File: config.mk
export PLATFORM = sky130hd
export DESIGN_NAME = alu_src_sequencer
export DESIGN_NICKNAME = d
export VERILOG_FILES = /design/src/rtl/alu_src_sequencer.sv
export SDC_FILE = /design/constraint.sdc
export NUM_CORES = 1
export LEC_CHECK = 0
export CAP_MARGIN = 20
export CORE_ASPECT_RATIO = 0.75
export CORE_UTILIZATION = 30
export CTS_CLUSTER_SIZE = 25
export DETAILED_ROUTE_END_ITERATION = 10
export SETUP_SLACK_MARGIN = 0.4
export SLEW_MARGIN = 10
export SYNTH_ARGS = -nofsm -noshare
export SYNTH_HDL_FRONTEND = slang
export SYNTH_SLANG_ARGS = --single-unit
File: constraint.sdc
create_clock -name clk -period 3.45 [get_ports clk]
set_clock_uncertainty 0.1 [all_clocks]
set_input_delay 0.5175 -clock clk [delete_from_list [all_inputs] [get_ports clk]]
set_output_delay 0.5175 -clock clk [all_outputs]
set_load 0.02 [all_outputs]
File: src/rtl/alu_src_sequencer.sv
// Multicycle control FSM for the ALU operand-select side of the datapath.
// It selects the ALU operands, the ALU operation and the datapath write enables, and counts retired instructions.
module alu_src_sequencer #(
   parameter int COUNT_W = 16
) (
   input  logic               clk,
   input  logic               reset,
   input  logic [5:0]         opcode,
   input  logic [5:0]         funct,
   input  logic               zero,
   input  logic               mem_ready,
   output logic               ALU1control,
   output logic [1:0]         ALU2control,
   output logic [2:0]         ALUop,
   output logic               PCWrite,
   output logic               PCSource,
   output logic               IRWrite,
   output logic               ALUOutWrite,
   output logic               RegWrite,
   output logic               RegDst,
   output logic               illegal,
   output logic [2:0]         state_dbg,
   output logic [COUNT_W-1:0] instr_count
);

   typedef enum logic [2:0] {
      S_RESET   = 3'd0,
      S_FETCH   = 3'd1,
      S_DECODE  = 3'd2,
      S_EXEC_R  = 3'd3,
      S_EXEC_I  = 3'd4,
      S_BRANCH  = 3'd5,
      S_WB      = 3'd6,
      S_ILLEGAL = 3'd7
   } state_t;

   localparam logic [2:0] OP_ADD = 3'b000;
   localparam logic [2:0] OP_SUB = 3'b001;
   localparam logic [2:0] OP_AND = 3'b010;
   localparam logic [2:0] OP_OR  = 3'b011;
   localparam logic [2:0] OP_SLT = 3'b100;

   localparam logic [COUNT_W-1:0] COUNT_ONE = {{(COUNT_W-1){1'b0}}, 1'b1};

   state_t             state;
   state_t             next_state;
   logic               reg_dst;
   logic [COUNT_W-1:0] count;
   logic               funct_ok;
   logic [2:0]         funct_op;

   always_comb begin
      funct_ok = 1'b1;
      funct_op = OP_ADD;
      case (funct)
         6'h20:   funct_op = OP_ADD;
         6'h22:   funct_op = OP_SUB;
         6'h24:   funct_op = OP_AND;
         6'h25:   funct_op = OP_OR;
         6'h2A:   funct_op = OP_SLT;
         default: funct_ok = 1'b0;
      endcase
   end

   // RegDst is latched once per instruction in DECODE; branches and illegal decodes leave it alone.
   always_ff @(posedge clk) begin
      if (reset) begin
         state   <= S_RESET;
         reg_dst <= 1'b0;
         count   <= '0;
      end else begin
         state <= next_state;
         if (state == S_DECODE && next_state == S_EXEC_R) reg_dst <= 1'b1;
         if (state == S_DECODE && next_state == S_EXEC_I) reg_dst <= 1'b0;
         if (state == S_BRANCH || state == S_WB) count <= count + COUNT_ONE;
      end
   end

   // mem_ready acts as the fetch handshake: PC and IR load only in the cycle it is high.
   always_comb begin
      next_state  = state;
      ALU1control = 1'b0;
      ALU2control = 2'b00;
      ALUop       = OP_ADD;
      PCWrite     = 1'b0;
      PCSource    = 1'b0;
      IRWrite     = 1'b0;
      ALUOutWrite = 1'b0;
      RegWrite    = 1'b0;
      illegal     = 1'b0;
      case (state)
         S_RESET: next_state = S_FETCH;
         S_FETCH: begin
            ALU2control = 2'b01;
            PCWrite     = mem_ready;
            IRWrite     = mem_ready;
            if (mem_ready) next_state = S_DECODE;
         end
         S_DECODE: begin
            ALU2control = 2'b11;
            ALUOutWrite = 1'b1;
            if (opcode == 6'h00 && funct_ok)      next_state = S_EXEC_R;
            else if (opcode == 6'h08)             next_state = S_EXEC_I;
            else if (opcode == 6'h04 || opcode == 6'h05) next_state = S_BRANCH;
            else                                  next_state = S_ILLEGAL;
         end
         S_EXEC_R: begin
            ALU1control = 1'b1;
            ALU2control = 2'b00;
            ALUop       = funct_op;
            ALUOutWrite = 1'b1;
            next_state  = S_WB;
         end
         S_EXEC_I: begin
            ALU1control = 1'b1;
            ALU2control = 2'b10;
            ALUOutWrite = 1'b1;
            next_state  = S_WB;
         end
         S_BRANCH: begin
            ALU1control = 1'b1;
            ALU2control = 2'b00;
            ALUop       = OP_SUB;
            PCSource    = 1'b1;
            PCWrite     = (opcode == 6'h05) ? ~zero : zero;
            next_state  = S_FETCH;
         end
         S_WB: begin
            RegWrite   = 1'b1;
            next_state = S_FETCH;
         end
         S_ILLEGAL: illegal = 1'b1;
         default:   next_state = S_RESET;
      endcase
   end

   assign RegDst      = reg_dst;
   assign state_dbg   = state;
   assign instr_count = count;

endmodule

# Word-level counts from Yosys, hierarchy flattened
# Cells that the tools add are included.
# totals
ff_bits	20
input_bits	16
output_inout_bits	32
# op_classes
n_addsub	1
eq_ne	17
muxes	17
bitwise_logic	1
reduce_logical	13
# op_table
op	count
equality test 6 bit, second input constant	5
case mux 3 bit (4 select lines)	2
adder 16 x 1 -> 16 bit, second input constant	1
equality test 3 bit, second input constant	5
equality test 6 x 3 -> 1 bit, second input constant	2
equality test 3 x 2 -> 1 bit, second input constant	3
OR reduction 3 bit	3
two-way mux 1 bit	8
equality test 6 x 4 -> 1 bit, second input constant	1
logical NOT 6 bit	1
two-way mux 3 bit	2
case mux 2 bit (3 select lines)	1
case mux 3 bit (2 select lines)	1
OR reduction 5 bit	1
two-way mux 2 bit	2
OR reduction 2 bit	2
equality test 3 x 1 -> 1 bit, second input constant	1
logical AND 1 bit	3
logical NOT 3 bit	1
logical OR 1 bit	2
case mux 1 bit (2 select lines)	1
NOT 1 bit	1

# Logic depth before layout (Yosys ltp)
# Gate-level depths: netlist (run 1).
# logic_depth
word_depth	9
mapped_depth	6

# Least setup slack after synthesis (run 1)
# No wires, ideal clock.
# synth_timing
kind	reg2out
start	register state[1] (netlist: state_dbg[1])
end	output port ALUop[1]
t_arrival_ns	1.985
slack_ns	0.847
path_stages_with_launch	5
cell_sequence	dfxtp_1 clkbuf_1 nor2b_1 nand3_1 nor4b_1
# synth_between
elab_chain_cells	2
elab_cells_between_ends	3
classes_between	2 x eq/ne; 1 x mux
# synth_lines
element	line	rtl
start, declared	45	state_t state;
start signal, assigned	72	state <= next_state;
equality test 3 bit or equality test 3 x 2 -> 1 bit (tied branches)	91	case (state)
case mux 3 bit (2 select lines) (*)	91	
end, declared	14	output logic [2:0] ALUop,
# Mark *: on every way between the ends. The rest lies on a longest branch, timed or not.

# Worst setup path after layout (run 1)
# layout_timing
start	input port funct[5]
end	output port ALUop[1]
# layout_between
elab_chain_cells	3
elab_cells_between_ends	6
classes_between	4 x eq/ne; 2 x mux
# layout_lines
element	line	rtl
start, declared	9	input logic [5:0] funct,
equality test 6 bit	55	case (funct)
case mux 3 bit (4 select lines) (*)	55	
case mux 3 bit (2 select lines) (*)	91	
# Marks and branches as above.

==> metrics.md, run 1 <==
| Metric | Value |
|---|---|
| Status | complete, no violations |
| Final period utilization | 84.2% |
| Mapped Area | 1140 um2 |
| # fillers | 343 |
| DRT iter0 DRCs | 60 |
| # rows | 19 |
| First-pass DRT Iterations | 4 |
| Crit start category | input port |
| Largest net degree at the start of global routing | 24 |
| Ys Warns | 0 |
| Combinational Power Share | 38.5% |
| Net Count, Synth | 161 |
| Crit end category | primary output |
| Leading post-synthesis cells by cell area | dfxtp_1 35%, nor2_1 5.9%, a21oi_1 4.8% |
| HP Class | reg2reg |
| Most frequent cell after synthesis | dfxtp_1 |
| Pwr per Cell Area | 421 nW/um2 |
| Max VDD drop | 234 uV |
| Antenna violations before repair | 0 |
| Nets | 206 |
| Gate Count Post-Synth | 144 |
| Reg2reg end | instr_count[10] |
| Seq/Total Area, Yosys | 35.1% |
| Core area | 3640 um2 |
| Die area | 4060 um2 |
| Final worst setup slack | 546 ps |
| RSZ-0062 raised after global routing | true |
| Met1 WL | 1450 um |
| PortBufs | 47 |
| Pre-CTS WS | 521 ps |
| Die span in x | 73.2 um |
| Seq pwr share | 40.2% |
| Hold worst-path end | RegDst |
| Final Hold Violating Endpoints | 0 |
| R2R setup slack | 1240 ps |
| Final Slew Violations | 0 |
| Clk Tree Root Cell | clkbuf_8 |
| Synth Register Bits | 20 |
| Share of layout cells above drive strength 1 | 6.42% |
| Post-CTS Resized | 0 |
| Highest metal used | met3 |
| Critical path class | in2out |
| Fmax | 344 MHz |
| Worst-margin pin slew | 793 ps |
| WP data required | 2830 ps |
| Setup TNS | 0 ps |
| Hold_sp | RegDst |
| Routability cong. | 0.884 |
| Routed wl met2 | 1340 um |
| Yosys cell types | 35 |
| CP Max Fanout | 3 |
| Clk pwr share | 21.4% |
| Post-CTS setup buffer count | 0 |
| Initial Util | 31.4% |
| Crit path DAT | 2290 ps |
| LEAKAGE | 0.603 nW |
| # diodes | 0 |
| Max-cap violations | 0 |
| Switch Pwr | 0.256 mW |
| CTS clock-pin slew for the worst setup and hold paths | 70 ps |
| # hold bufs at CTS | 0 |
| Gr ovfl total | 0 |
| Syn_area_per_cell | 7.92 um2 |
| Wire per inst | 12.1 um |
| Switching share of power | 35.9% |
| EDFF count, synth | 0 |
| IO Count | 48 |
| Top cell type's share of synthesized area | 35.1% |
| Detail-routed via count per cell | 4.72 |
| Largest area contributor in the netlist | dfxtp_1 |
| CTS Buf Count | 3 |
| Synth Flop Type | dfxtp_1 |
| Maximum clock path buffer count | 2 |
| Hold Crit Depth | 2 |
| Post-synth top cells | 20 x dfxtp_1, 18 x nor2_1, 11 x a21oi_1, 11 x nand3_1, 9 x o21ai_0 |
| Reg2reg start | state_dbg[0] |
| Layout area overhead | 48.4% |
| Total power | 0.712 mW |
| Total Routing Usage GR | 14.8% |
| Final antenna-violating net count | 0 |
| Die Ht | 55.4 um |
| H-tree levels | 1 |
| Fin crit period | 2900 ps |
| HPWL Detailed | 2170 um |
| Residual DRC | 0 |
| Async set or reset register ratio after synthesis | 0% |
| Final wirelength | 2900 um |
| Slew margin rel. | 47.0% |
| Clock latency on the worst-skew pair | 260 ps |
| Final setup vio count | 0 |
| Vias in the first global route | 1011 |
| Clock sinks | 20 |
| Int Power | 0.456 mW |
| Worst Reg-to-Reg Cells | 4 |
| WL met3 | 115 um |
| First-pass GRT wire length | 4810 um |
| TritonCTS clock tree | yes |
| Via Count | 1129 |
==> cell type report <==
cell class / instances / area [um2] / share of cell area (%)
clock buffer: 3 / 41.3 / 2.44
sequential: 20 / 402 / 23.7
timing repair buffer: 47 / 470 / 27.8
inverter: 2 / 7.51 / 0.443
tap: 52 / 65.1 / 3.84
multi-input combinational: 115 / 707 / 41.8
==> through the flow <==
| step | std cells | util (%) | cell area, um2 | hold slack (ps) |
|---|---|---|---|---|
| after floorplan | 144 | - | 1140 | 444 |
| after global placement | 236 | 45.2 | 1650 | 359 |
| after detailed placement | 236 | 45.2 | 1650 | 366 |
| after CTS | 239 | 46.4 | 1690 | 391 |
| after global routing | 239 | 46.5 | 1690 | 420 |
| final | 239 | 46.5 | 1690 | 391 |
==> placed cells by master (no fill, tap or decap), drive strengths merged, types with 2 or more instances in the layout <==
master,Yosys,final
a21oi,11,11
xnor2,7,7
nor2b,8,8
o21ai,9,9
nor3,5,5
nand2,8,8
and3,5,5
inv,2,2
nand4,3,3
and3b,2,2
nor4b,2,2
dfxtp,20,20
or3,4,4
clkbuf,4,3
nand3,11,11
clkdlybuf4s50,0,47
xor2,4,4
a21o,3,3
mux2,3,3
nor2,18,18
==> power groups by stage <==
stage	registers (mW)	logic (mW)	clock network, mW
2_1_floorplan	0.276	0.168	0
3_3_place_gp	0.290	0.273	0
3_5_place_dp	0.291	0.274	0
4_1_cts	0.285	0.276	0.160
5_1_grt	0.292	0.294	0.166
6_report	0.286	0.274	0.152
==> kinds of logic (layout without fill, tap and decap cells) <==
| kind of cell | count (synthesis) | in the layout | share of synthesized area [%] |
|---|---|---|---|
| AOI/OAI and AO/OA | 26 | 26 | 12.7 |
| xor gates and xnor gates | 11 | 11 | 9.10 |
| adders and majority gates | 1 | 1 | 1.10 |
| buffers and inverters | 9 | 52 | 3.40 |
| DFF | 20 | 20 | 35.1 |
| muxes | 4 | 4 | 3.84 |
| and+or+nand+nor | 73 | 73 | 34.8 |
==> state kept, by name (all words and copies together) (netlist names) <==
name	cells
instr_count	16
RegDst	1
state_dbg	3
==> how the worst max path moves through the flow <==
| stage | cells after the start | endpoint | startpoint |
|---|---|---|---|
| CTS | 4 | ALUop[1] | state_dbg[1] |
| floorplan | 4 | ALUop[1] | state_dbg[1] |
| global route | 4 | ALUop[1] | state_dbg[1] |
| detailed placement | 5 | ALUop[1] | funct[5] |
| finish | 5 | ALUop[1] | funct[5] |
| global placement | 6 | PCWrite | opcode[1] |
==> metal layers <==
layer  vias to the layer above  global-route usage, %
met5                         -                      0
met4                         0                   2.52
met3                         0                   4.01
met2                        23                   21.8
met1                       507                   21.8
li1                        599                      -
==> critical path, cell delays in order <==
cell,delay (ps)
clkdlybuf4s50_1,460
nor2b_1,180
nand3_1,130
nor4b_1,350
clkdlybuf4s50_1,660
Power figures use the tool's default switching activity.
==> inputs of run 2 (changes only) <==
- clock period: 3.45 -> 2.6 ns (I/O delays scaled with it)
==> run 2 against run 1 <==
  * Combinational power is 54% higher
  * Die area stayed put
  * Sequential share of layout area is 0.91 points lower
  * Setup slack worse by 96 ps
  * Clock-buffer cell count stayed put
  * Critical path type unchanged
  * Critical endpoint is now PCWrite
  * Final cell count is 2.5% higher
  * Global-route usage is 1.3 points higher
==> metrics.md, run 2 (synthesis gave the netlist of run 1 again) <==
| Metric | Value |
|---|---|
| Fmax | 465 MHz |
| RSZ-0062 raised after global routing | true |
| Final wirelength | 3130 um (+8.1%) |
| Die Ht | 55.4 um (unchanged) |
| IO Count | 48 (unchanged) |
| Slew margin rel. | 58.0% (+11 points) |
| Max FFs per register | 16 (unchanged) |
| Max incr delay on CP | 430 ps (-230 ps) |
| Hold Crit Depth | 2 (unchanged) |
| Wire per inst | 12.8 um (+5.5%) |
| Crit path DAT | 1660 ps (-630 ps) |
| Antenna violations before repair | 0 (unchanged) |
| Inst Count DP | 242 (+2.5%) |
| Largest net degree at the start of global routing | 16 (-33%) |
| Final Slew Violations | 0 (unchanged) |
| # fillers | 369 (+7.6%) |
| Hold_sp | RegDst |
| Vias in the first global route | 1100 (+8.8%) |
| CP Max Fanout | 2 (-1) |
| Commonest non-fill, non-tap cell in the layout | clkdlybuf4s50_1 |
| First-pass DRT Iterations | 4 (unchanged) |
| Routability cong. | 0.849 (-3.9%) |
| Share of layout cells above drive strength 1 | 13.5% (+7.1 points) |
| Die area | 4060 um2 (unchanged) |
| Clock latency on the worst-skew pair | 260 ps (about the same) |
| Final Hold Violating Endpoints | 0 (unchanged) |
| Post-CTS Resized | 16 (+16) |
| GRT busiest layer | met2 |
| WP data required | 2110 ps (-720 ps) |
| CTS Buf Count | 3 (unchanged) |
| Fin crit period | 2150 ps |
| Clock sinks | 20 (unchanged) |
| Layout area overhead | 55.3% |
| Crit end category | primary output |
| # hold bufs at CTS | 0 (unchanged) |
| Final setup vio count | 0 (unchanged) |
| Fin Hold WS | 399 ps (+7.35 ps) |
| Detail-routed via count per cell | 4.82 (+2.0%) |
| Critical-path cell list | clkdlybuf4s50_1, nor3_2, nand3_1, xnor2_1, a21o_1, clkbuf_2 |
| Status | complete, no violations |
| Crit path buf inv count | 2 (unchanged) |
| TritonCTS clock tree | yes |
| Core area | 3640 um2 (unchanged) |
| Gr ovfl total | 0 (unchanged) |
| Most frequent cells in the layout | 36 x clkdlybuf4s50_1, 19 x dfxtp_1, 17 x nor2_1, 11 x a21oi_1, 10 x nand3_1 |
| Final Util | 48.7% (+2.2 points) |
| # rows | 19 (unchanged) |
| PortBufs | 47 (unchanged) |
| First-pass GRT wire length | 5150 um (+7.0%) |
| Reg2reg end | instr_count[13] |
| LEAKAGE | 0.714 nW (+18%) |
| Crit start category | input port |
| Max-cap violations | 0 (unchanged) |
| Pwr per Cell Area | 551 nW/um2 (+31%) |
| HP Class | reg2reg |
| CTS clock-pin slew for the worst setup and hold paths | 70 ps (about the same) |
| Critical path class | in2out |
| Met1 Usage GRT | 22.7% (+0.93 points) |
| Post-CTS setup buffer count | 0 (unchanged) |
| Final period utilization | 82.7% |
| Maximum clock path buffer count | 2 (unchanged) |
| Final antenna-violating net count | 0 (unchanged) |
| Grt met2 use | 25.3% (+3.4 points) |
| Die span in x | 73.2 um (unchanged) |
| Nets | 212 (+2.9%) |
| Hold worst-path end | RegDst |
| H-tree levels | 1 (unchanged) |
| Stages on worst setup path | 6 (+1) |
| Met3 GRT Util | 3.83% (-0.18 points) |
| Reg2reg start | state_dbg[2] |
| Worst-margin pin slew | 614 ps (-178 ps) |
| Initial Util | 31.4% (unchanged) |
| Cell family with most CP delay | buffers and inverters |
| Final std cells w/o fill | 245 (+2.5%) |
| DRT iter0 DRCs | 20 (-67%) |
| CP startpoint | opcode[1] |
| Via Count | 1181 (+4.6%) |
| Residual DRC | 0 (unchanged) |
| Total Routing Usage GR | 16.1% (+1.3 points) |
| Clk Tree Root Cell | clkbuf_8 |
| Max VDD drop | 315 uV (+35%) |
| Worst Reg-to-Reg Cells | 5 (+1) |
| Worst path slowest cell | clkdlybuf4s50_1 |
| # diodes | 0 (unchanged) |
| HPWL Detailed | 2360 um (+8.6%) |
| R2R setup slack | 610 ps (-630 ps) |
## run 2: cell count changes in the layout (fill, tap and decap cells not counted), sizes merged
cell / before / now
buf: 0 / 7
clkbuf: 3 / 4
clkdlybuf4s15: 0 / 1
clkdlybuf4s50: 47 / 36
dlygate4sd2: 0 / 5
dlymetal6s2s: 0 / 3
## run 2: area by class of cell
type	count	area, um2	area share, %
inverters	2	7.51	0.424
flip-flops and latches	20	404	22.8
clock buffers	3	41.3	2.33
well taps	52	65.1	3.67
multi-input cells	115	746	42.1
repair buffers	53	508	28.7
## run 2: metal layers
metal  up-vias  wire (um)
met3         2        111
met2        24       1470
met1       550       1530
met5         -          0
met4         0         19
li1        605          -
## run 2: how the worst max path moves through the flow
| stage | endpoint | slack (ps) |
|---|---|---|
| 4_1_cts | PCWrite | 240 |
| 5_1_grt | PCWrite | 370 |
| 6_report | PCWrite | 450 |
| 2_1_floorplan | ALUop[1] | 460 |
| 3_5_place_dp | PCWrite | -3 |
| 3_3_place_gp | PCWrite | 50 |
## run 2: per-stage QoR
stage | setup slack [ps] | total power, mW | area, um2 | setup TNS, ps
after floorplan | 460 | 0.590 | 1160 | 0
after CTS | 241 | 0.983 | 1750 | 0
after detailed placement | -3.23 | 0.781 | 1710 | -3.23
after global routing | 368 | 1.03 | 1770 | 0
final | 450 | 0.976 | 1770 | 0
after global placement | 47.2 | 0.779 | 1710 | 0
## run 2: report_power, final
part / internal [mW] / total, mW / switching, mW
registers: 0.325 / 0.351 / 0.0256
logic: 0.192 / 0.422 / 0.230
clock network: 0.103 / 0.204 / 0.101
total: 0.620 / 0.976 / 0.356
## run 2: worst register-to-register path, stage by stage, from the launching register on
cell and delay (ps):
dfxtp_1 410, buf_4 180, nand4_1 230, nor4_2 520, nand3_1 150, mux2_2 290
==> inputs of run 3 (changes only) <==
- clock period: 2.6 -> 2.22 ns (I/O delays scaled with it)
==> run 3 against run 2 <==
  * Register-to-register slack got worse by 210 ps
  * Sequential share of layout area fell by 2.0 points
  * Final area rose by 13%
  * Clock-buffer cell count rose by 1
  * Die area did not move
  * Final cell count rose by 8.6%
  * First-iteration DRC count rose to 2.7 times the previous value
  * Largest cell class unchanged
  * Global-route usage rose by 0.59 points
  * Critical path depth fell by 1
  * Setup slack got worse by 49 ps
  * Clock power rose by 36%
==> metrics.md, run 3 (synthesis gave the netlist of run 1 again) <==
| Metric | Value |
|---|---|
| Status | complete, no violations |
| Reg area | 418 um2 (+3.4%) |
| Commonest non-fill, non-tap cell in the layout | buf_4 |
| Max-cap violations | 0 (unchanged) |
| # diodes | 0 (unchanged) |
| Pre-CTS WS | -283 ps (-280 ps) |
| Slew margin rel. | 78.3% (+20 points) |
| Die Ht | 55.4 um (unchanged) |
| Met1 WL | 1550 um (+1.0%) |
| Combinational Power Share | 45.0% (+1.8 points) |
| Highest metal used | met4 |
| Residual DRC | 0 (unchanged) |
| Fin crit period | 1820 ps |
| Crit end category | flip-flop |
| Antenna violations before repair | 0 (unchanged) |
| Share of layout cells above drive strength 1 | 31.3% (+18 points) |
| HPWL Detailed | 2320 um (-1.4%) |
| Final wirelength | 3240 um (+3.4%) |
| Clk Tree Root Cell | clkbuf_8 |
| Detail-routed via count per cell | 4.74 (-1.7%) |
| Most frequent cells in the layout | 27 x buf_4, 22 x clkdlybuf4s50_1, 18 x nor2_1, 12 x dfxtp_1, 10 x a21oi_1 |
| Nets | 232 (+9.4%) |
| PortBufs | 47 (unchanged) |
| Fmax | 550 MHz |
| Inst Count DP | 249 (+2.9%) |
| Worst-margin pin slew | 321 ps (-293 ps) |
| HP Class | reg2reg |
| TritonCTS clock tree | yes |
| DRT iter0 DRCs | 53 (+170%) |
| IO Count | 48 (unchanged) |
| CP Max Fanout | 11 (+9) |
| # fillers | 347 (-6.0%) |
| CTS clock-pin slew for the worst setup and hold paths | 70 ps (about the same) |
| Layout area overhead | 76.1% |
| Multi-input logic area | 812 um2 (+8.9%) |
| Clk pwr share | 21.6% (+0.7 points) |
| Seq pwr share | 33.3% (-2.6 points) |
| CTS Buf Count | 3 (unchanged) |
| WL met3 | 119 um (+7.2%) |
| Core area | 3640 um2 (unchanged) |
| First-pass GRT wire length | 5380 um (+4.4%) |
| Final Slew Violations | 0 (unchanged) |
| Crit start category | flip-flop |
| Routability cong. | 0.769 (-9.4%) |
| Via Count | 1261 (+6.8%) |
| Die span in x | 73.2 um (unchanged) |
| Crit path DAT | 1910 ps (+250 ps) |
| Reg2reg end | instr_count[14] |
| Initial Util | 31.4% (unchanged) |
| Total Routing Usage GR | 16.7% (+0.59 points) |
| WP data required | 2310 ps (+200 ps) |
| Max VDD drop | 342 uV (+8.6%) |
| Gr ovfl total | 0 (unchanged) |
| Wire per inst | 12.2 um (-4.7%) |
| Clock sinks | 20 (unchanged) |
| Pwr per Cell Area | 637 nW/um2 (+16%) |
| Switching share of power | 35.6% (-0.87 points) |
| Largest net degree at the start of global routing | 17 (+1) |
| Worst Reg-to-Reg Cells | 5 (unchanged) |
| Final antenna-violating net count | 0 (unchanged) |
| Final setup vio count | 0 (unchanged) |
| Final Hold Violating Endpoints | 0 (unchanged) |
| Hold Crit Depth | 2 (unchanged) |
| Switch Pwr | 0.456 mW (+28%) |
| Final worst setup slack | 401 ps (-49.2 ps) |
| Routed wl met2 | 1550 um (+5.4%) |
| Vias in the first global route | 1200 (+9.1%) |
| # rows | 19 (unchanged) |
| Critical path endpoint | instr_count[14] |
| RSZ-0062 raised after global routing | true |
| Maximum clock path buffer count | 2 (unchanged) |
| Critical path class | reg2reg |
| CP startpoint | state_dbg[1] |
| Final Util | 55.2% (+6.5 points) |
| R2R setup slack | 400 ps (-210 ps) |
| Die area | 4060 um2 (unchanged) |
| Max FFs per register | 16 (unchanged) |
| Final period utilization | 81.9% |
| First-pass DRT Iterations | 4 (unchanged) |
| H-tree levels | 1 (unchanged) |
| Reg2reg start | state_dbg[1] |
| LEAKAGE | 0.877 nW (+23%) |
| Int Power | 0.825 mW (+33%) |
| Final std cells w/o fill | 266 (+8.6%) |
| Clock latency on the worst-skew pair | 260 ps (about the same) |
run 3: cell count changes in the layout (fill, tap and decap cells not counted), sizes merged:
cell	delta
buf	+26
dlymetal6s2s	+3
clkdlybuf4s50	-14
dlygate4sd2	+2
clkbuf	+1
clkdlybuf4s15	+3
run 3: worst min-delay path by stage:
stage	start	slack, ps	to
final	RegDst	380	RegDst
after global routing	RegDst	420	RegDst
after CTS	RegDst	390	RegDst
after detailed placement	RegDst	370	RegDst
after global placement	RegDst	360	RegDst
after floorplan	instr_count[3]	440	instr_count[3]
run 3: worst max-delay path, cell delays in order, from the launching register on:
cell and delay [ps]:
dfxtp_2 330, buf_8 140, xnor2_4 140, or4_4 580, or3_1 330, a21oi_1 140
run 3: metal layers:
| metal | vias up | track usage [%] |
|---|---|---|
| met3 | 5 | 4.38 |
| li1 | 646 | - |
| met1 | 586 | 22.2 |
| met2 | 24 | 26.6 |
| met5 | - | 0 |
| met4 | 0 | 4.48 |
run 3: metrics by stage:
stage,TNS [ps],hold WS (ps),cell area (um2),total power [mW]
4_1_cts,0,385,1930,1.25
5_1_grt,0,425,2010,1.36
3_3_place_gp,-635,360,1780,0.931
6_report,0,381,2010,1.28
3_5_place_dp,-780,369,1780,0.940
2_1_floorplan,0,436,1170,0.702
run 3: layout make-up:
| type | instances | area share, % |
|---|---|---|
| Tap cell | 52 | 3.24 |
| Sequential cell | 20 | 20.8 |
| Multi-Input combinational cell | 115 | 40.4 |
| Timing Repair Buffer | 73 | 32.4 |
| Clock buffer | 4 | 2.74 |
| Inverter | 2 | 0.374 |
run 3: power groups by stage:
stage	combinational, mW	clock (mW)	sequential [mW]
global route	0.621	0.303	0.434
global placement	0.508	0	0.423
detailed placement	0.515	0	0.424
finish	0.577	0.277	0.427
CTS	0.544	0.286	0.422
floorplan	0.270	0	0.432
run 3: repair_timing:
| action | 4_1_cts | 5_1_grt |
|---|---|---|
| pin swaps | 7 | 10 |
| hold buffers | 0 | 0 |
| setup endpoints to repair | 23 | 17 |
| buffers inserted | 9 | 4 |
| gates resized for setup | 62 | 22 |
